File: src/rtl/std_fp_smult_arb_pkg.sv
// Shared types and helpers for the round-robin arbitrated fixed-point multiplier.
package std_fp_smult_arb_pkg;

    typedef enum logic [1:0] {
        IDLE = 2'd0,
        MUL  = 2'd1,
        OUT  = 2'd2
    } state_t;

    localparam int LATENCY  = 3;
    localparam int SAT_BITS = 128;

    function automatic logic [SAT_BITS-1:0] fp_sat_max(input int width);
        return (SAT_BITS'(1) << (width - 1)) - SAT_BITS'(1);
    endfunction

    function automatic logic [SAT_BITS-1:0] fp_sat_min(input int width);
        return SAT_BITS'(1) << (width - 1);
    endfunction

endpackage

File: src/rtl/std_fp_rr_pick.sv
// Combinational round-robin picker: rotate requests by ptr, take the lowest set bit,
// rotate the index back.
module std_fp_rr_pick #(
    parameter int NREQ = 4,
    localparam int PW = $clog2(NREQ)
) (
    input  logic [NREQ-1:0] req,
    input  logic [NREQ-1:0] mask,
    input  logic [PW-1:0]   ptr,
    output logic [NREQ-1:0] grant,
    output logic [PW-1:0]   grant_idx,
    output logic            any
);

    localparam logic [PW:0] NREQ_V = (PW+1)'(NREQ);

    logic [NREQ-1:0] eff;
    logic [NREQ-1:0] rot;
    logic [PW-1:0]   offset;
    logic [PW:0]     sum;

    always_comb begin
        eff    = req & ~mask;
        rot    = NREQ'({eff, eff} >> ptr);
        any    = |rot;
        offset = '0;
        for (int i = NREQ - 1; i >= 0; i--) begin
            if (rot[i]) offset = PW'(i);
        end
        // Rotating back needs a modulo for non power-of-two NREQ.
        sum = {1'b0, ptr} + {1'b0, offset};
        if (sum >= NREQ_V) sum = sum - NREQ_V;
        grant_idx = sum[PW-1:0];
        grant     = any ? (NREQ'(1) << grant_idx) : '0;
    end

endmodule

File: src/rtl/std_fp_smult_arb.sv
// One shared signed fixed-point multiplier arbitrated round-robin among NREQ requesters.
// Define STD_FP_SMULT_ARB_SAT_EN to saturate on integer overflow instead of wrapping.
module std_fp_smult_arb
    import std_fp_smult_arb_pkg::*;
#(
    parameter int WIDTH      = 32,
    parameter int INT_WIDTH  = 16,
    parameter int FRAC_WIDTH = 16,
    parameter int NREQ       = 4
) (
    input  logic                    clk,
    input  logic                    reset,
    input  logic [NREQ-1:0]         go,
    input  logic [NREQ*WIDTH-1:0]   left,
    input  logic [NREQ*WIDTH-1:0]   right,
    output logic [WIDTH-1:0]        out,
    output logic [NREQ-1:0]         done,
    output logic                    busy
);

    localparam int PW = $clog2(NREQ);

    if (FRAC_WIDTH != WIDTH - INT_WIDTH) begin : g_bad_frac
        $error("std_fp_smult_arb: FRAC_WIDTH must equal WIDTH-INT_WIDTH");
    end
    if (NREQ < 2) begin : g_bad_nreq
        $error("std_fp_smult_arb: NREQ must be at least 2");
    end

    state_t                  state, state_next;
    logic [PW-1:0]           ptr;
    logic [PW-1:0]           gidx;
    logic [NREQ-1:0]         gsel;
    logic [NREQ-1:0]         mask;
    logic [NREQ-1:0]         grant;
    logic [PW-1:0]           pick_idx;
    logic                    pick_any;
    logic signed [WIDTH-1:0] lop, rop;
    logic [2*WIDTH-1:0]      prod;
    logic [WIDTH-1:0]        wrapped;
    logic                    prod_unused;

    std_fp_rr_pick #(.NREQ(NREQ)) u_pick (
        .req       (go),
        .mask      (mask),
        .ptr       (ptr),
        .grant     (grant),
        .grant_idx (pick_idx),
        .any       (pick_any)
    );

    always_ff @(posedge clk) begin
        if (reset) state <= IDLE;
        else       state <= state_next;
    end

    always_comb begin
        state_next = state;
        done       = '0;
        busy       = 1'b0;
        case (state)
            IDLE: if (pick_any) state_next = MUL;
            MUL: begin
                busy       = 1'b1;
                state_next = OUT;
            end
            OUT: begin
                busy       = 1'b1;
                done       = go & gsel;
                state_next = IDLE;
            end
            default: state_next = IDLE;
        endcase
    end

    // The just-served requester is masked for exactly one IDLE cycle so a go
    // that is still high right after its done does not start a second operation.
    always_ff @(posedge clk) begin
        if (reset) begin
            ptr  <= '0;
            gidx <= '0;
            gsel <= '0;
            mask <= '0;
            lop  <= '0;
            rop  <= '0;
            prod <= '0;
        end else begin
            mask <= (state == OUT) ? gsel : '0;
            case (state)
                IDLE: if (pick_any) begin
                    gidx <= pick_idx;
                    gsel <= grant;
                    lop  <= left[pick_idx*WIDTH +: WIDTH];
                    rop  <= right[pick_idx*WIDTH +: WIDTH];
                end
                MUL: prod <= $signed({{WIDTH{lop[WIDTH-1]}}, lop}) *
                             $signed({{WIDTH{rop[WIDTH-1]}}, rop});
                OUT: ptr <= (gidx == PW'(NREQ - 1)) ? '0 : gidx + PW'(1);
                default: ;
            endcase
        end
    end

    assign wrapped     = prod[2*WIDTH-INT_WIDTH-1 -: WIDTH];
    assign prod_unused = ^{prod[2*WIDTH-1 -: INT_WIDTH], prod[WIDTH-INT_WIDTH-1:0]};

`ifdef STD_FP_SMULT_ARB_SAT_EN
    localparam logic [SAT_BITS-1:0] SAT_MAX_FULL = fp_sat_max(WIDTH);
    localparam logic [SAT_BITS-1:0] SAT_MIN_FULL = fp_sat_min(WIDTH);

    logic [INT_WIDTH:0] head;
    assign head = prod[2*WIDTH-1 -: INT_WIDTH+1];

    always_comb begin
        out = wrapped;
        if (head != '0 && head != '1) begin
            out = prod[2*WIDTH-1] ? SAT_MIN_FULL[WIDTH-1:0] : SAT_MAX_FULL[WIDTH-1:0];
        end
    end
`else
    assign out = wrapped;
`endif

endmodule

File: config.mk
export PLATFORM = sky130hd
export DESIGN_NAME = std_fp_smult_arb
export DESIGN_NICKNAME = d
export VERILOG_FILES = /design/src/rtl/std_fp_smult_arb_pkg.sv /design/src/rtl/std_fp_rr_pick.sv /design/src/rtl/std_fp_smult_arb.sv
export SDC_FILE = /design/constraint.sdc
export NUM_CORES = 2
export LEC_CHECK = 0
export ABC_AREA = 0
export CAP_MARGIN = 10
export CORE_ASPECT_RATIO = 0.75
export CORE_MARGIN = 5
export CORE_UTILIZATION = 40
export CTS_BUF_LIST = sky130_fd_sc_hd__clkbuf_4
export CTS_CLUSTER_SIZE = 24
export DETAILED_ROUTE_END_ITERATION = 7
export HOLD_SLACK_MARGIN = 0.15
export PLACE_DENSITY = 0.73
export SLEW_MARGIN = 20
export SYNTH_ARGS = -nofsm -noshare
export SYNTH_HDL_FRONTEND = slang
export SYNTH_SLANG_ARGS = --single-unit
File: constraint.sdc
create_clock -name clk -period 7.6 [get_ports clk]
set_input_delay 1.9 -clock clk [delete_from_list [all_inputs] [get_ports clk]]
set_output_delay 1.9 -clock clk [all_outputs]
set_load 0.01 [all_outputs]
; Word-level counts from Yosys, hierarchy flattened
; Index checks and enable logic that the tools add are counted.
[word_totals]
register_bits = 126
elab_cells = 40
[op_classes]
add_sub_neg = 3
multipliers = 1
order_cmp = 1
eq_ne = 4
shift = 4
mux = 10
n_bitwise = 4
reduce_logical = 5
[ops]
columns = op, count
row1 = indexed part select 128 x 8 -> 32 bit, 2
row2 = multiplier 32 x 32 -> 48 bit, 1
row3 = two-way mux 2 bit, 7
row4 = AND 4 bit, 2
row5 = right shift 8 x 2 -> 4 bit, 1
row6 = equality test 2 bit (second input constant), 2
row7 = two-way mux 4 bit, 1
row8 = inverter 4 bit, 1
row9 = case mux 2 bit (2 select lines), 1
row10 = OR reduction 2 bit, 2
row11 = OR reduction 4 bit, 1
row12 = left shift 1 x 2 -> 4 bit (first input constant), 1
row13 = adder 2 x 2 -> 3 bit, 1
row14 = greater-or-equal comparator 3 bit (second input constant), 1
row15 = adder 2 x 1 -> 2 bit (second input constant), 1
row16 = equality test 2 x 1 -> 1 bit (second input constant), 1
row17 = zero test 2 bit, 1
row18 = inequality test 2 bit (second input constant), 1
row19 = AND reduction 2 bit, 1
row20 = subtractor 2 x 1 -> 2 bit (second input constant), 1
row21 = two-way mux 1 bit, 1
row22 = inverter 1 bit, 1

; Depth between registers and ports, before layout
[logic_depth]
depth_word = 11
depth_mapped = 28

; By module
; From an unflattened synthesis, not the netlist that was laid out.
[unflattened]
hier_cells = 3712
hier_area_um2 = 34391.7
[modules_own_cells]
columns = mod, instances, cells_per_inst, area_per_inst_um2
row1 = std_fp_smult_arb, 1, 3679, 34112.7
row2 = std_fp_rr_pick, 1, 33, 279.0

; Least setup slack after synthesis
; OpenSTA, ideal clock, no wires.
[synth_path]
kind = register -> register
from = register rop[31]
to = register prod[43]
setup_time_ps = 125
arrival_ps = 6983
required_time_ps = 7475
path_slack_ps = 492
path_stages_with_launch = 23
path_cell_list = dfxtp_1 > clkbuf_1 > clkinv_1 > fa_1 > fa_1 > inv_1 > fa_1 > inv_1 > fa_1 > fa_1 > fa_1 > fa_1 > fa_1 > inv_1 > ha_1 > a21o_1 > a211oi_1 > o32ai_4 > a2111oi_4 > nor4b_2 > o21bai_2 > nor3b_2 > o31ai_2
[synth_between]
elab_chain_len = 1
[synth_rtl]
columns = element, line
row1 = from (decl), std_fp_smult_arb.sv:38  ; logic signed [WIDTH-1:0] lop, rop;
row2 = from (signal assigned), std_fp_smult_arb.sv:94  ; rop <= right[pick_idx*WIDTH +: WIDTH];
row3 = multiplier 32 x 32 -> 48 bit, std_fp_smult_arb.sv:96  ; MUL: prod <= $signed({{WIDTH{lop[WIDTH-1]}}, lop}) *
row4 = to (signal assigned), std_fp_smult_arb.sv:96
row5 = to (decl), std_fp_smult_arb.sv:39  ; logic [2*WIDTH-1:0] prod;
; Every way passes these cells.
; A chain may end at the register's enable or synchronous reset.

; Final worst setup path
[layout_path]
from = register lop[26]
to = register prod[44]
[layout_between]
elab_chain_len = 1
[layout_rtl]
columns = element, line
row1 = from (decl), std_fp_smult_arb.sv:38
row2 = from (signal assigned), std_fp_smult_arb.sv:93  ; lop <= left[pick_idx*WIDTH +: WIDTH];
row3 = multiplier 32 x 32 -> 48 bit, std_fp_smult_arb.sv:96
; Every way passes these cells.

==> impl_metrics.tcl <==
set metrics [dict create \
    die-width_um 347 \
    fill_cells 7719 \
    grt_first_pass_wirelength_um 165000 \
    ys_types 64 \
    area_growth_pct 15.7 \
    async_flop_share 0 \
    row_count 92 \
    ys_warn_count 0 \
    yosys_most_used_dff "dfxtp_1" \
    synth_xor_area_frac 0.0184 \
    drt-wirelength-per-cell_um 21.1 \
    dp_cells 5006 \
    first_global_vias 27600 \
    hold_path_class "reg2reg" \
    avgSynthCellArea_um2 9.34 \
    root_buffer "clkbuf_4" \
    grt_max_degree 70 \
    critical_path.startpoint_type "register" \
    crit_required_ns 8.13 \
    slew_viol_final 0 \
    place_area_mm2 0.0392 \
    cp-end-kind "register" \
    drtPass1Iterations 7 \
    drt_iter0_drc 2306 \
    power.total_uw 12700 \
    vias_per_cell 5.11 \
    syn-num-nets 4923 \
    fmax_mhz 136 \
    ys_ff_latch 110 \
    die_h_um 263 \
    max_stage_delay_ns 0.63 \
    worst-path-max-fanout 22 \
    cts_buffers 9 \
    whs_ns 0.470 \
    path_class "reg2reg" \
    clock-sinks 110 \
    globalRouteTotalUtil 0.233 \
    outcome "completed" \
    gp_congestion 0.973 \
    crit_path_top_delay_cell "fa_2" \
    drcViolationCount 0 \
    pwr_density_cell_mw_per_mm2 322 \
    path_common_cell "fa_1" \
    overflow 0 \
    boundaryPins 299 \
    final_layout_size_suffix_gt1_frac 0.0754 \
    setup_viol 0 \
    ant_nets 0 \
    period_share 0.971 \
    stdcell_count 5033 \
    die_area_mm2 0.0914 \
    clkTransAtPathRegs_ns 0.19 \
    crit_buf_inv 7 \
    synth_mux_area_frac 0.0482 \
    worst_ir_drop_vdd_v 0.000374 \
    num-nets-final 5163 \
    netlist_instances 3654 \
    cts_tree "done" \
    synth_compound_area_frac 0.0365 \
    finClkSkew_ns 0.0388 \
    netlist_area_mm2 0.0341 \
    dpl.hpwl_um 90000 \
    period_minus_slack_ns 7.38 \
    synth_adder_area_share 0.554 \
    hp-start "prod[47]" \
    crit_family "adder cells" \
    p_leak_uw 0.0179 \
    reg2reg_from "lop[26]" \
    clk_latency_ns 0.62 \
    clk_path_buf_depth 2 \
    rsz0062_at_grt "false" \
    cp.arrival_ns 7.91 \
    synth-simple-area-share 0.165 \
    routed_wl_um 106000 \
    worstSetupStartpoint "lop[26]" \
    cts-htree-levels 3 \
    num_vias 25700 \
    relSlewSlack 0.385 \
    worst-r2r-setup-slack_ns 0.22 \
    placement.io_buffers 298 \
    synth_top_family_by_area "adder cells" \
    synth_top_area_cell "fa_1" \
    core_area_mm2 0.0844 \
    synth_edf_count 0 \
    fin_util 0.468 \
    yosysSeqAreaShare 0.0645 \
    worst_pin_slew_ns 0.922 \
    synth_area_leaders "fa_1 (49%), inv_1 (8.8%), and2_1 (8.0%)" \
    fin_area_mm2 0.0395 \
    hold_viol_final 0 \
    synth_top_area_frac 0.491 \
    antenna_found_initial 10 \
    maxCapViolations 0 \
    initial_core_util 0.405 \
]
==> cells by family (layout without fill, tap and decap cells) <==
family / Yosys count / in the layout
buf+inv: 1022 / 1266
simple gates: 1163 / 1163
xor+xnor: 71 / 71
fa+ha+maj: 1008 / 1008
mux: 84 / 84
compound gates: 196 / 196
other cells: 0 / 7
flops: 110 / 110
==> sequential cells by signal (all words and copies together), names as in the netlist <==
signal / flops
mask: 4
gidx: 2
prod: 32
lop: 32
ptr: 2
gsel: 4
state: 2
rop: 32
==> tightest hold or removal path, stage by stage, from the launching register on <==
cell	delay [ns]
dfxtp_1	0.36
nand2_1	0.05
o21ai_1	0.05
==> final cells by class <==
type / instances / area, um^2 / share of cell area
inverter: 799 / 3000 / 0.0759
clock buffer: 9 / 67.6 / 0.00171
antenna: 7 / 17.5 / 0.000444
timing repair buffer: 452 / 4580 / 0.116
tap: 1128 / 1410 / 0.0357
sequential: 110 / 2250 / 0.0571
clock inverter: 6 / 45.0 / 0.00114
multi-input combinational: 2522 / 28100 / 0.712
==> metrics by stage <==
step / worst slack, ns / TNS [ns]
detailed placement: -0.111 / -0.231
floorplan: 0.492 / 0
CTS: 0.0479 / 0
finish: 0.221 / 0
global route: 0.0100 / 0
global placement: 0.145 / 0
==> what timing repair did <==
action / 4_1_cts / 5_1_grt
hold buffers: 0 / 0
endpoints found under the setup margin: 4 / 13
cloned: 0 / 2
resized for setup: 2 / 42
pin swaps: 0 / 4
setup buffers: 0 / 3
==> cells in the final DEF, fill, tap and decap left out, types with 9 or more instances in the layout <==
| cell | Yosys | final |
|---|---|---|
| fa_1 | 838 | 836 |
| inv_1 | 798 | 798 |
| nand2_1 | 603 | 602 |
| and2_1 | 439 | 438 |
| clkdlybuf4s50_1 | 0 | 297 |
| ha_1 | 169 | 167 |
| buf_4 | 6 | 120 |
| a21oi_1 | 97 | 95 |
| dfxtp_1 | 110 | 80 |
| mux4_2 | 64 | 64 |
| nor2_1 | 59 | 59 |
| xnor2_1 | 51 | 51 |
| buf_12 | 0 | 33 |
| dfxtp_2 | 0 | 24 |
| o21ai_0 | 20 | 19 |
| xor2_1 | 19 | 18 |
| mux2i_1 | 18 | 18 |
| nand2b_1 | 16 | 16 |
| a21o_1 | 16 | 16 |
| a211oi_1 | 10 | 10 |
| clkbuf_4 | 0 | 9 |
==> cells in the mapped netlist (5+ instances only) <==
| master | n |
|---|---|
| o21ai_1 | 7 |
| nand4_1 | 8 |
| mux2i_1 | 18 |
| inv_1 | 798 |
| buf_1 | 6 |
| a211oi_1 | 10 |
| dfxtp_1 | 110 |
| a21oi_1 | 97 |
| and3_1 | 7 |
| xor2_1 | 19 |
| clkbuf_1 | 203 |
| a21o_1 | 16 |
| xnor2_1 | 51 |
| o211ai_1 | 5 |
| o21a_1 | 7 |
| mux4_2 | 64 |
| nand2b_1 | 16 |
| nor2_1 | 59 |
| nand2_1 | 603 |
| fa_1 | 838 |
| buf_4 | 6 |
| o21ai_0 | 20 |
| and2_1 | 439 |
| buf_2 | 5 |
| ha_1 | 169 |
| nor3_1 | 8 |
| nand3_1 | 5 |
==> per-layer routing <==
layer / part of all wire / vias to the layer above / routed length, um / GRT usage
li1: - / 11200 / - / -
met5: 0.00025 / - / 27 / 0
met4: 0.041 / 4 / 4330 / 0.0802
met1: 0.40 / 12900 / 42300 / 0.321
met2: 0.43 / 1452 / 45200 / 0.345
met3: 0.14 / 187 / 14400 / 0.0801
==> final timing paths <==
kind	endpoint	cells past startpoint
worst max-delay path	prod[44]	25
worst min-delay path	prod[47]	2
worst max register to register	prod[44]	25
worst min register to register	prod[47]	2
==> power by group <==
part           switching (uW)  leakage [uW]  internal (uW)  total, uW
Combinational            6520        0.0169           4980      11500
Clock                     257     0.0000666           67.8        325
Sequential                194      0.000917            701        896
Total                    6970        0.0179           5750      12700
No activity file was read; power rests on OpenSTA's default activity.
